[src/rtl/mandelbrot_cfg_pkg.sv]
// Shared definitions for the mandelbrot configuration link: register width,
// field layout of the 52-bit configuration word and the serial transmitter states.
package mandelbrot_cfg_pkg;

  localparam int CONFIG_WIDTH = 52;

  localparam int CR_OFFSET_LSB  = 0;
  localparam int CR_OFFSET_W    = 16;
  localparam int CI_OFFSET_LSB  = 16;
  localparam int CI_OFFSET_W    = 16;
  localparam int SCALING_LSB    = 32;
  localparam int SCALING_W      = 7;
  localparam int CTR_SELECT_LSB = 39;
  localparam int CTR_SELECT_W   = 3;
  localparam int MAX_CTR_LSB    = 42;
  localparam int MAX_CTR_W      = 10;

  typedef enum logic [2:0] {
    TX_IDLE,
    TX_LEAD,
    TX_LOW,
    TX_HIGH,
    TX_TAIL
  } tx_state_t;

endpackage

[src/rtl/config_serial_tx.sv]
// Drives sen/sclk/sdata to load the receiver's configuration register, LSB first.
// Every output is a flop; sdata only moves on sclk falling so it straddles each rising edge.
module config_serial_tx #(
  parameter int CONFIG_WIDTH = mandelbrot_cfg_pkg::CONFIG_WIDTH,
  parameter int HALF_PERIOD  = 4,
  parameter int LEAD_CYCLES  = 4,
  parameter int TAIL_CYCLES  = 4
) (
  input  logic                    clk,
  input  logic                    rst_n,
  input  logic                    start,
  input  logic [CONFIG_WIDTH-1:0] config_in,
  output logic                    busy,
  output logic                    done,
  output logic                    sen,
  output logic                    sclk,
  output logic                    sdata
);

  import mandelbrot_cfg_pkg::*;

  localparam int MAX_AB = (HALF_PERIOD > LEAD_CYCLES) ? HALF_PERIOD : LEAD_CYCLES;
  localparam int MAX_PH = (MAX_AB > TAIL_CYCLES) ? MAX_AB : TAIL_CYCLES;
  localparam int PH_W   = (MAX_PH > 1) ? $clog2(MAX_PH) : 1;
  localparam int BIT_W  = $clog2(CONFIG_WIDTH + 1);

  localparam logic [PH_W-1:0]  PH_LEAD = PH_W'(LEAD_CYCLES - 1);
  localparam logic [PH_W-1:0]  PH_HALF = PH_W'(HALF_PERIOD - 1);
  localparam logic [PH_W-1:0]  PH_TAIL = PH_W'(TAIL_CYCLES - 1);
  localparam logic [BIT_W-1:0] BIT_LAST = BIT_W'(CONFIG_WIDTH - 1);

  tx_state_t               state, state_n;
  logic [PH_W-1:0]         ph_cnt, ph_cnt_n;
  logic [BIT_W-1:0]        bit_cnt, bit_cnt_n;
  logic [CONFIG_WIDTH-1:0] shreg, shreg_n;
  logic                    busy_n, done_n, sen_n, sclk_n, sdata_n;

  always_ff @(posedge clk) begin
    if (!rst_n) begin
      state   <= TX_IDLE;
      ph_cnt  <= '0;
      bit_cnt <= '0;
      shreg   <= '0;
      busy    <= 1'b0;
      done    <= 1'b0;
      sen     <= 1'b0;
      sclk    <= 1'b0;
      sdata   <= 1'b0;
    end else begin
      state   <= state_n;
      ph_cnt  <= ph_cnt_n;
      bit_cnt <= bit_cnt_n;
      shreg   <= shreg_n;
      busy    <= busy_n;
      done    <= done_n;
      sen     <= sen_n;
      sclk    <= sclk_n;
      sdata   <= sdata_n;
    end
  end

  always_comb begin
    state_n   = state;
    ph_cnt_n  = (ph_cnt != '0) ? ph_cnt - 1'b1 : ph_cnt;
    bit_cnt_n = bit_cnt;
    shreg_n   = shreg;
    busy_n    = busy;
    done_n    = 1'b0;
    sen_n     = sen;
    sclk_n    = sclk;
    sdata_n   = sdata;

    unique case (state)
      TX_IDLE: begin
        if (start) begin
          state_n   = TX_LEAD;
          ph_cnt_n  = PH_LEAD;
          bit_cnt_n = '0;
          shreg_n   = config_in;
          busy_n    = 1'b1;
          sen_n     = 1'b1;
          sclk_n    = 1'b0;
          sdata_n   = config_in[0];
        end
      end
      TX_LEAD: begin
        if (ph_cnt == '0) begin
          state_n  = TX_LOW;
          ph_cnt_n = PH_HALF;
        end
      end
      TX_LOW: begin
        if (ph_cnt == '0) begin
          state_n  = TX_HIGH;
          ph_cnt_n = PH_HALF;
          sclk_n   = 1'b1;
        end
      end
      TX_HIGH: begin
        if (ph_cnt == '0) begin
          sclk_n    = 1'b0;
          bit_cnt_n = bit_cnt + 1'b1;
          if (bit_cnt == BIT_LAST) begin
            state_n  = TX_TAIL;
            ph_cnt_n = PH_TAIL;
          end else begin
            // Falling edge of sclk is the only place the data bit advances.
            state_n  = TX_LOW;
            ph_cnt_n = PH_HALF;
            shreg_n  = shreg >> 1;
            sdata_n  = shreg[1];
          end
        end
      end
      TX_TAIL: begin
        if (ph_cnt == '0) begin
          state_n = TX_IDLE;
          busy_n  = 1'b0;
          done_n  = 1'b1;
          sen_n   = 1'b0;
          sdata_n = 1'b0;
        end
      end
      default: begin
        state_n  = TX_IDLE;
        ph_cnt_n = '0;
        busy_n   = 1'b0;
        sen_n    = 1'b0;
        sclk_n   = 1'b0;
        sdata_n  = 1'b0;
      end
    endcase
  end

endmodule

[config.mk]
export PLATFORM = sky130hd
export DESIGN_NAME = config_serial_tx
export DESIGN_NICKNAME = d
export VERILOG_FILES = /design/src/rtl/mandelbrot_cfg_pkg.sv /design/src/rtl/config_serial_tx.sv
export SDC_FILE = /design/constraint.sdc
export NUM_CORES = 1
export LEC_CHECK = 0
export BUFFER_PORTS_ARGS = -buffer_cell sky130_fd_sc_hd__buf_2
export CAP_MARGIN = 0
export CORE_ASPECT_RATIO = 0.75
export CORE_MARGIN = 2
export CORE_UTILIZATION = 57
export CTS_CLUSTER_DIAMETER = 150
export DETAILED_ROUTE_END_ITERATION = 8
export PLACE_DENSITY = 0.8
export REMOVE_ABC_BUFFERS = 1
export SLEW_MARGIN = 20
export SYNTH_ARGS = -nofsm -noshare
export SYNTH_HDL_FRONTEND = slang
export SYNTH_SLANG_ARGS = --single-unit
export TNS_END_PERCENT = 100
[constraint.sdc]
create_clock -name clk -period 2.43 [get_ports clk]
set_input_delay 0.3645 -clock clk [delete_from_list [all_inputs] [get_ports clk]]
set_output_delay 0.3645 -clock clk [all_outputs]
set_load 0.05 [all_outputs]
# [After elaboration in Yosys (flattened, before gate mapping)]
# Cells that the tools add are included.
[word_totals] input_bits=55 word_cells=67 register_bits=67 output_inout_bits=5
[op_classes] eq_ne=11 bitwise=3 n_reduce_logical=14 n_mux=29 add_sub_neg=2
[op_table] cell="52-bit two-way mux" count=3
[op_table] cell="52-bit one-hot mux with 2 select lines" count=1
[op_table] cell="3-bit two-way mux" count=6
[op_table] cell="3-bit one-hot mux with 5 select lines" count=1
[op_table] cell="6-bit two-way mux" count=2
[op_table] cell="2-bit != test (second input constant)" count=6
[op_table] cell="6-bit one-hot mux with 2 select lines" count=1
[op_table] cell="5-bit AND reduction" count=2
[op_table] cell="1-bit two-way mux" count=8
[op_table] cell="1-bit one-hot mux with 4 select lines" count=2
[op_table] cell="4-bit AND reduction" count=2
[op_table] cell="6-bit by 1-bit adder with 6-bit output (second input constant)" count=1
[op_table] cell="3-bit by 2-bit == test with 1-bit output (second input constant)" count=2
[op_table] cell="6-bit == test (second input constant)" count=1
[op_table] cell="2-bit two-way mux" count=3
[op_table] cell="2-bit one-hot mux with 3 select lines" count=1
[op_table] cell="3-bit AND reduction" count=2
[op_table] cell="2-bit nonzero test" count=2
[op_table] cell="2-bit OR reduction" count=2
[op_table] cell="3-bit by 1-bit == test with 1-bit output (second input constant)" count=1
[op_table] cell="3-bit == test (second input constant)" count=1
[op_table] cell="3-bit logical NOT" count=1
[op_table] cell="1-bit inverter" count=3
[op_table] cell="1-bit one-hot mux with 3 select lines" count=1
[op_table] cell="4 further kinds" count=4

# [Depth between registers and ports, before layout]
# Gate-level depths: netlist of the first run.
[depth] ltp_word=4 depth_mapped=10 mapped_depth_nobuf=6

# [Worst setup path after synthesis of the first run]
# No wires, ideal clock.
[synth_timing] path_type="register -> register" startpoint="register ph_cnt[0]" endpoint="register shreg[15]" stages_incl_launch_ff=10 setup_slack_ns=0.620 n_path_buf=3 arrival_ns=1.677 period_less_slack_ns=1.810 setup_time_ns=0.133 required_time_ns=2.297 path_cell_list="dfxtp_1 -> inv_1 -> ha_1 -> buf_2 -> and4b_1 -> o31a_1 -> clkbuf_2 -> clkbuf_1 -> o31ai_1 -> a21oi_4"
[synth_between] elab_chain_cells=3
[synth_lines] item="from (decl)" line_no="config_serial_tx.sv:33" source="logic [PH_W-1:0] ph_cnt, ph_cnt_n;"
[synth_lines] item="from (signal assigned)" line_no="config_serial_tx.sv:51" source="ph_cnt <= ph_cnt_n;"
[synth_lines] item="2-bit logical NOT" line_no="config_serial_tx.sv:100" source="if (ph_cnt == '0) begin"
[synth_lines] item="2-bit != test (no source line)"
[synth_lines] item="4-bit AND reduction (no source line)"
[synth_lines] item="to (signal assigned)" line_no="config_serial_tx.sv:53" source="shreg <= shreg_n;"
[synth_lines] item="to (decl)" line_no="config_serial_tx.sv:35" source="logic [CONFIG_WIDTH-1:0] shreg, shreg_n;"
# No other way between the ends.
# A chain may end at the register's enable or synchronous reset.

# [Final worst setup path of the first run]
[layout_timing] startpoint="register ph_cnt[0]" endpoint="register shreg[29]"
# The elaborated chain is that of the path after synthesis.

==> metrics.md, run 1 <==
| Metric | Value |
|---|---|
| Status | finished clean |
| I/O Pins | 60 |
| Sequential element share of the synthesized area | between 30% and 40% |
| Total internal power | 2170 uW |
| Detailed Routing Iterations Pass 1 | 4 |
| Worst hold-check path type | in2reg |
| Root cell of the clock tree | sky130_fd_sc_hd__clkbuf_8 |
| Dominant delay contributor by cell family on the critical path | compound AO/OA/AOI/OAI gates |
| Total global routing track utilization | 20.8% |
| Core area | around 0.0064 sq mm |
| Setup crit end kind | flip-flop |
| Estimated wirelength of the detail-placed design | ~4800 um |
| Data arrival time of the critical path | approximately 2.5 ns |
| Final net count | around 440 |
| CP Launch Type | flip-flop |
| CP max FO | 37 |
| Vias after detailed routing | about 2,700 |
| Type of the worst setup path | reg2reg |
| DRC | 0 |
| Clock tree from TritonCTS | built |
| Iteration-0 DRC Markers | 191 |
| Area growth, synth to finish | 12.4% |
| Fraction of power spent switching nets | a little under a third |
| Post-Synth XOR/XNOR Area | less than 1% |
| Final setup viols | 0 |
| Adder-cell area share of the yosys netlist | under 10% |
| Routed via count divided by cell count | roughly 5.8 |
| Synth Area per Inst | 11.4 sq um |
| Primary flip-flop cell chosen by synthesis mapping | sky130_fd_sc_hd__dfxtp_1 |
| Share of layout cells above drive strength 1 | 36.5% |
| Combinational power share | 26.1% |
| Number of buffers created by CTS | 9 |
| Post-DP Area | a little over 0.004 sq mm |
| Initial antenna violation count | 0 |
| Width of the die | about 98 um |
| # resized after CTS | 0 |
| Relative slew margins | around 61% |
| Fraction of power consumed by sequential logic | 41.3% |
| Complex-gate fraction of the synthesized area | 35.6% |
| Clock sink count | 66 |
| Inst Count DP | 449 |
| Commonest non-fill, non-tap cells in the layout | 66 x sky130_fd_sc_hd__dfxtp_1, 59 x sky130_fd_sc_hd__buf_2, 53 x sky130_fd_sc_hd__mux2i_1, 50 x sky130_fd_sc_hd__o31ai_1, 50 x sky130_fd_sc_hd__a21oi_4 |
| Share of synthesized cell area in and, or, nand and nor gates | ~6.4% |
| Final hold violation count | 0 |
| Overall overflow remaining after global route | 0 |
| Final std cells w/o fill | between 400 and 500 |
| P per Cell Area | about 740 mW/mm^2 |
| Floorplan row count | 25 |
| Lkg Pwr | ~0.0020 uW |
| Non-Filler Cell Area, Final | 0.00429 sq mm |
| RSZ-0062 raised after global routing | false |
| Routed WL per cell | roughly 16 um |
| Post-detailed-route count of antenna-violating nets | 0 |
| Yosys warning count | 0 |
| List of cells traversed by the critical path | inv_1 -> ha_1 -> and4b_1 -> o31a_2 -> buf_4 -> o31ai_1 -> a21oi_4 |
| Post-synthesis register bit count | 66 |
| Clock group share of total power | between 30% and 40% |
| Final wirelength | approximately 7400 um |
| Pin count of the biggest net entering global routing | 52 |
| Post-layout minimum cycle time | roughly 2.2 ns |
| Die Outline Area | ~0.0074 sq mm |
| Worst-path cell with the longest stage delay | sky130_fd_sc_hd__buf_4 |
| Number of fill cells | about 500 |
| Latest clock arrival within the worst-skew pair | between 0.3 and 0.4 ns |
| Worst clock skew | 0.00897 ns |
| Number of max-cap violations | 0 |
| Count of flip-flops with a built-in enable after synthesis | 0 |
| Worst EP required | 2.71 ns |
| Post-CTS repair timing setup buffer count | 0 |
| Area of the mapped netlist | ~0.0038 sq mm |
| Most common cell after layout, fill and taps aside | sky130_fd_sc_hd__dfxtp_1 |
| Yosys cell types | 40 |
| Overall power after layout | 3180 uW |
| Hold-fix buffers at CTS | 0 |
| Transition at the pin with the smallest max-transition slack | ~0.59 ns |
| Clock Tree Buf Depth | 2 |
| RD Place Congestion | ~0.81 |
| Number of antenna diodes | 0 |
| DIE HEIGHT | 74.9 um |
| Delay of the slowest cell on the worst path | 0.45 ns |
| Global-route wire length before repair | about 12,000 um |
| Initial core utilization | approximately three fifths |
| Synthesized netlist cell count | 336 |
| IR drop worst, VDD | 0.000527 V |
| Main combinational cell family by area after synthesis | compound AO/OA/AOI/OAI gates |
| Deepest level of the CTS H-tree | 3 |
| Fraction of synthesis flops using an asynchronous set or reset pin | 0% |
| Final-report max-slew violation count | 0 |
| Final critical-path share of the clock period | about nine tenths |
| P_sw | slightly above 1000 uW |
| CTS clk-pin slew, worst paths | around 0.070 ns |
| Portion of netlist area occupied by mux cells | 13.9% |
| Maximum operating frequency | approximately 0.46 GHz |
| Critical path buffers and inverters | 2 |
| # port buffers | approximately 60 |
| Via count of the first global-routing pass | ~2,600 |
## worst min-delay path, stage by stage
cell and delay, ns:
sky130_fd_sc_hd__buf_2 0.07, sky130_fd_sc_hd__mux2i_1 0.09, sky130_fd_sc_hd__a21oi_4 0.14
## cells in the mapped netlist (all sizes together), types with 4 or more instances
master   n  share of area [%]
o21ai    5               0.66
dfxtp   66                 35
nand2   11                1.1
mux2i   53                 14
nand3    5               0.66
o31ai   50                9.8
buf     27                6.0
a21oi   57                 22
nand2b   5                1.0
ha       4                1.3
inv      5               0.49
clkbuf  10                1.0
nor2     5               0.69
a21o     4               0.79
## worst paths after layout
| check | startpoint | endpoint | slack (ns) | cells past startpoint |
|---|---|---|---|---|
| setup reg to reg | ph_cnt[0]$_SDFF_PN0_ | shreg[29]$_SDFFE_PN0P_ | 0.24 | 7 |
| hold reg to reg | sdata$_SDFFE_PN0P_ | sdata$_SDFFE_PN0P_ | 0.46 | 2 |
| setup / recovery | ph_cnt[0]$_SDFF_PN0_ | shreg[29]$_SDFFE_PN0P_ | 0.24 | 7 |
| hold / removal | config_in[44] | shreg[44]$_SDFFE_PN0P_ | 0.36 | 3 |
## cell families after synthesis
group | count (synthesis)
multiplexers | 53
AND/OR/NAND/NOR | 43
XOR/XNOR | 3
flip-flops | 66
AO/OA/AOI/OAI | 125
adder cells (fa/ha/maj) | 4
buffers and inverters | 42
## through the flow
stage	worst slack (ns)	util [%]	hold WS [ns]	setup TNS [ns]
floorplan	-3.00	-	0.434	-138.56
global placement	0.345	63.6	0.450	0
detailed placement	0.256	63.6	0.452	0
CTS	0.244	67.2	0.343	0
global route	0.0962	67.2	0.348	0
finish	0.243	67.2	0.356	0
## final cells by class
class | count | area [sq um] | area share (%)
Clock inverter | 6 | 90.1 | 2.10
Inverter | 5 | 18.8 | 0.438
Clock buffer | 10 | 138 | 3.21
Sequential cell | 66 | 1320 | 30.8
Multi-Input combinational cell | 228 | 2210 | 51.6
Timing Repair Buffer | 69 | 408 | 9.51
Tap cell | 81 | 101 | 2.36
## power groups by stage
stage,Sequential (uW),Clock (uW),Combinational (uW)
final,1310,1030,831
after global routing,1330,1110,894
after CTS,1310,1060,836
after detailed placement,1330,0,831
after global placement,1330,0,809
after floorplan,1350,0,615
## state kept, by name (all words and copies together), names as in the netlist
signal   flops
shreg       51
bit_cnt      6
done         1
sdata        1
sclk         1
ph_cnt       2
state        3
sen          1
## per-layer routing
layer	GRT usage (%)	vias up	routed length, um
met4	8.37	0	131
met2	33.1	83	3440
li1	-	1336	-
met1	26.8	1270	3440
met3	6.50	15	406
met5	0	-	0
(Power assumes the default switching activity.)
==> run 2, diff against run 1 <==
--- a/config.mk
+++ b/config.mk
@@ -12,8 +12,11 @@
 export CORE_UTILIZATION = 57
 export CTS_CLUSTER_DIAMETER = 150
 export DETAILED_ROUTE_END_ITERATION = 8
+export HOLD_SLACK_MARGIN = 0.12
 export PLACE_DENSITY = 0.8
+export RECOVER_POWER = 25
 export REMOVE_ABC_BUFFERS = 1
+export SKIP_CTS_REPAIR_TIMING = 1
 export SLEW_MARGIN = 20
 export SYNTH_ARGS = -nofsm -noshare
 export SYNTH_HDL_FRONTEND = slang
==> run 2 against run 1 <==
  * Setup slack worse by 0.0044 ns
  * Fmax down 0.20%
  * Design area down 0.35%
  * Critical path depth unchanged
  * Count of clock-buffer cells in the layout unchanged
  * Power down 0.16%
  * Final cell count unchanged
  * Global-route usage unchanged
  * Clock power about the same
  * Wire length down 0.35%
  * Non-clock buffer count unchanged
  * Critical path type unchanged
  * Largest power group unchanged
==> metrics.md, run 2 (same netlist as run 1, synthesis figures left out) <==
| Metric | Value |
|---|---|
| Status | finished clean |
| Worst-path cell with the longest stage delay | sky130_fd_sc_hd__o31a_2 |
| Post-detailed-route count of antenna-violating nets | 0 (unchanged) |
| Final-report max-slew violation count | 0 (unchanged) |
| Startpoint of the lowest-slack hold path | config_in[44] |
| Type of the worst setup path | reg2reg |
| Area growth, synth to finish | 12.0% |
| Final hold violation count | 0 (unchanged) |
| Estimated wirelength of the detail-placed design | 4820 um (unchanged) |
| Dominant delay contributor by cell family on the critical path | simple AND/OR/NAND/NOR gates |
| Number of antenna diodes | 0 (unchanged) |
| CP max FO | 21 (-43%) |
| Maximum operating frequency | 0.456 GHz (-0.20%) |
| Routed WL per cell | 15.9 um (-0.35%) |
| Final core utilization | 67.0% (-0.24 points) |
| RSZ-0062 raised after global routing | false |
| Worst EP required | 2.65 ns (-0.06 ns) |
| Detailed Routing Iterations Pass 1 | 4 (unchanged) |
| Routed via count divided by cell count | 5.77 (-0.78%) |
| Initial core utilization | 59.8% (unchanged) |
| Startpoint of the most critical register-to-register path | ph_cnt[0]$_SDFF_PN0_ |
| Data arrival time of the critical path | 2.41 ns (-0.06 ns) |
| Hold path depth | 3 (unchanged) |
| Latest clock arrival within the worst-skew pair | 0.34 ns (about the same) |
| Worst clock skew | 0.00940 ns (+0.000434 ns) |
| Reg2reg end | shreg[11]$_SDFFE_PN0P_ |
| Top flop regs | shreg x51, bit_cnt x6, state x3 |
| Floorplan row count | 25 (unchanged) |
| Clock Tree Buf Depth | 2 (unchanged) |
| Total global routing track utilization | 20.8% (unchanged) |
| Depth of the most critical reg-to-reg path | 7 (unchanged) |
| List of cells traversed by the critical path | inv_1 -> ha_1 -> and4b_1 -> o31a_2 -> or2_4 -> buf_12 -> a21oi_4 |
| # port buffers | 59 (unchanged) |
| Combinational power share | 26.0% (about the same) |
| Worst hold-check path type | in2reg |
| Endpoint, Worst Hold | shreg[44]$_SDFFE_PN0P_ |
| Reg-to-reg setup timing slack | 0.24 ns (about the same) |
| Final wirelength | 7390 um (-0.35%) |
| Clock sink count | 66 (unchanged) |
| Root cell of the clock tree | sky130_fd_sc_hd__clkbuf_8 |
| Post-layout minimum cycle time | 2.19 ns (+0.00437 ns) |
| Transition at the pin with the smallest max-transition slack | 0.593 ns (+0.00346 ns) |
| Global-route wire length before repair | 12,100 um (unchanged) |
| Fraction of power spent switching nets | 31.9% (+0.070 points) |
| Deepest level of the CTS H-tree | 3 (unchanged) |
| Commonest non-fill, non-tap cells in the layout | 66 x sky130_fd_sc_hd__dfxtp_1, 54 x sky130_fd_sc_hd__buf_2, 53 x sky130_fd_sc_hd__mux2i_1, 50 x sky130_fd_sc_hd__o31ai_1, 50 x sky130_fd_sc_hd__a21oi_4 |
| Final setup viols | 0 (unchanged) |
| DRC | 0 (unchanged) |
| RD Place Congestion | 0.812 (unchanged) |
| Final critical-path share of the clock period | 90.2% (+0.18 points) |
| Iteration-0 DRC Markers | 233 (+22%) |
| Core area | 0.00638 sq mm (unchanged) |
| P_sw | 1010 uW (about the same) |
| Clock group share of total power | 32.6% (about the same) |
| Vias after detailed routing | 2,683 (-0.78%) |
| Width of the die | 98.5 um (unchanged) |
| Sum of negative setup slack | 0 ns (unchanged) |
| DIE HEIGHT | 74.9 um (unchanged) |
| Lkg Pwr | 0.00193 uW (-1.3%) |
| Die Outline Area | 0.00737 sq mm (unchanged) |
| Number of max-cap violations | 0 (unchanged) |
| Max reg flops | 51 (unchanged) |
| Relative slew margins | 60.7% (-0.062 points) |
| Fraction of power consumed by sequential logic | 41.4% (about the same) |
| IR drop worst, VDD | 0.000528 V (+0.23%) |
| Clock tree from TritonCTS | built |
| CTS clk-pin slew, worst paths | 0.07 ns (about the same) |
| Most common cell after layout, fill and taps aside | sky130_fd_sc_hd__dfxtp_1 |
| Register containing the most flip-flops in the final layout | shreg |
| Pin count of the biggest net entering global routing | 52 (unchanged) |
| I/O Pins | 60 (unchanged) |
| Share of layout cells above drive strength 1 | 34.9% (-1.6 points) |
| Initial antenna violation count | 0 (unchanged) |
| Overall overflow remaining after global route | 0 (unchanged) |
| Critical path buffers and inverters | 2 (unchanged) |
| CP Launch Type | flip-flop |
| Delay of the slowest cell on the worst path | 0.37 ns (-0.08 ns) |
| Setup crit end kind | flip-flop |
| Number of buffers created by CTS | 9 (unchanged) |
| Total internal power | 2160 uW (-0.26%) |
| Via count of the first global-routing pass | 2,569 (unchanged) |
| P per Cell Area | 742 mW/mm^2 (+0.19%) |
| Final net count | 438 (unchanged) |
[run 2: worst max-delay path by stage]
stage	startpoint	end	slack, ns	depth (start not counted)
5_1_grt	ph_cnt[0]$_SDFF_PN0_	shreg[38]$_SDFFE_PN0P_	0.1	7
4_1_cts	ph_cnt[0]$_SDFF_PN0_	shreg[11]$_SDFFE_PN0P_	0.24	7
3_5_place_dp	ph_cnt[0]$_SDFF_PN0_	shreg[22]$_SDFFE_PN0P_	0.26	7
3_3_place_gp	ph_cnt[0]$_SDFF_PN0_	shreg[29]$_SDFFE_PN0P_	0.34	7
6_report	ph_cnt[0]$_SDFF_PN0_	shreg[11]$_SDFFE_PN0P_	0.24	7
2_1_floorplan	ph_cnt[0]$_SDFF_PN0_	shreg[51]$_SDFFE_PN0P_	-3.00	6
[run 2: routing by layer]
layer / vias to the layer above / routed length (um) / share of wire, % / GRT usage (%)
met5: - / 0 / 0 / 0
met4: 0 / 131 / 1.8 / 8.37
met3: 15 / 429 / 5.8 / 6.50
met2: 82 / 3370 / 46 / 33.1
met1: 1256 / 3470 / 47 / 26.8
li1: 1330 / - / - / -
[run 2: power groups by stage]
stage / logic (uW) / clock network [uW] / registers [uW]
2_1_floorplan: 615 / 0 / 1350
3_3_place_gp: 809 / 0 / 1330
3_5_place_dp: 831 / 0 / 1330
4_1_cts: 836 / 1060 / 1310
5_1_grt: 888 / 1110 / 1330
6_report: 824 / 1030 / 1310
[run 2: cell type report]
cell class	count	area [sq um]
clock inverter	6	90.1
multi-input combinational	228	2210
tap	81	101
sequential	66	1320
inverter	5	18.8
clock buffer	10	138
timing repair buffer	69	398
fill	492	2110
[run 2: worst min-delay path, delay by kind of cell]
family                 cells  cell delay [ns]
muxes                      1             0.09
buffers and inverters      1             0.07
AOI/OAI and AO/OA          1             0.14
[run 2: per-stage QoR]
stage | std cells | total power [uW] | hold slack, ns | setup WS [ns] | instance area (sq um)
finish | 465 | 3170 | 0.356 | 0.239 | 4270
global route | 465 | 3330 | 0.348 | 0.0963 | 4270
CTS | 465 | 3210 | 0.343 | 0.244 | 4290
detailed placement | 449 | 2160 | 0.452 | 0.256 | 4060
global placement | 449 | 2140 | 0.450 | 0.345 | 4060
floorplan | 299 | 1960 | 0.434 | -3.00 | 3550
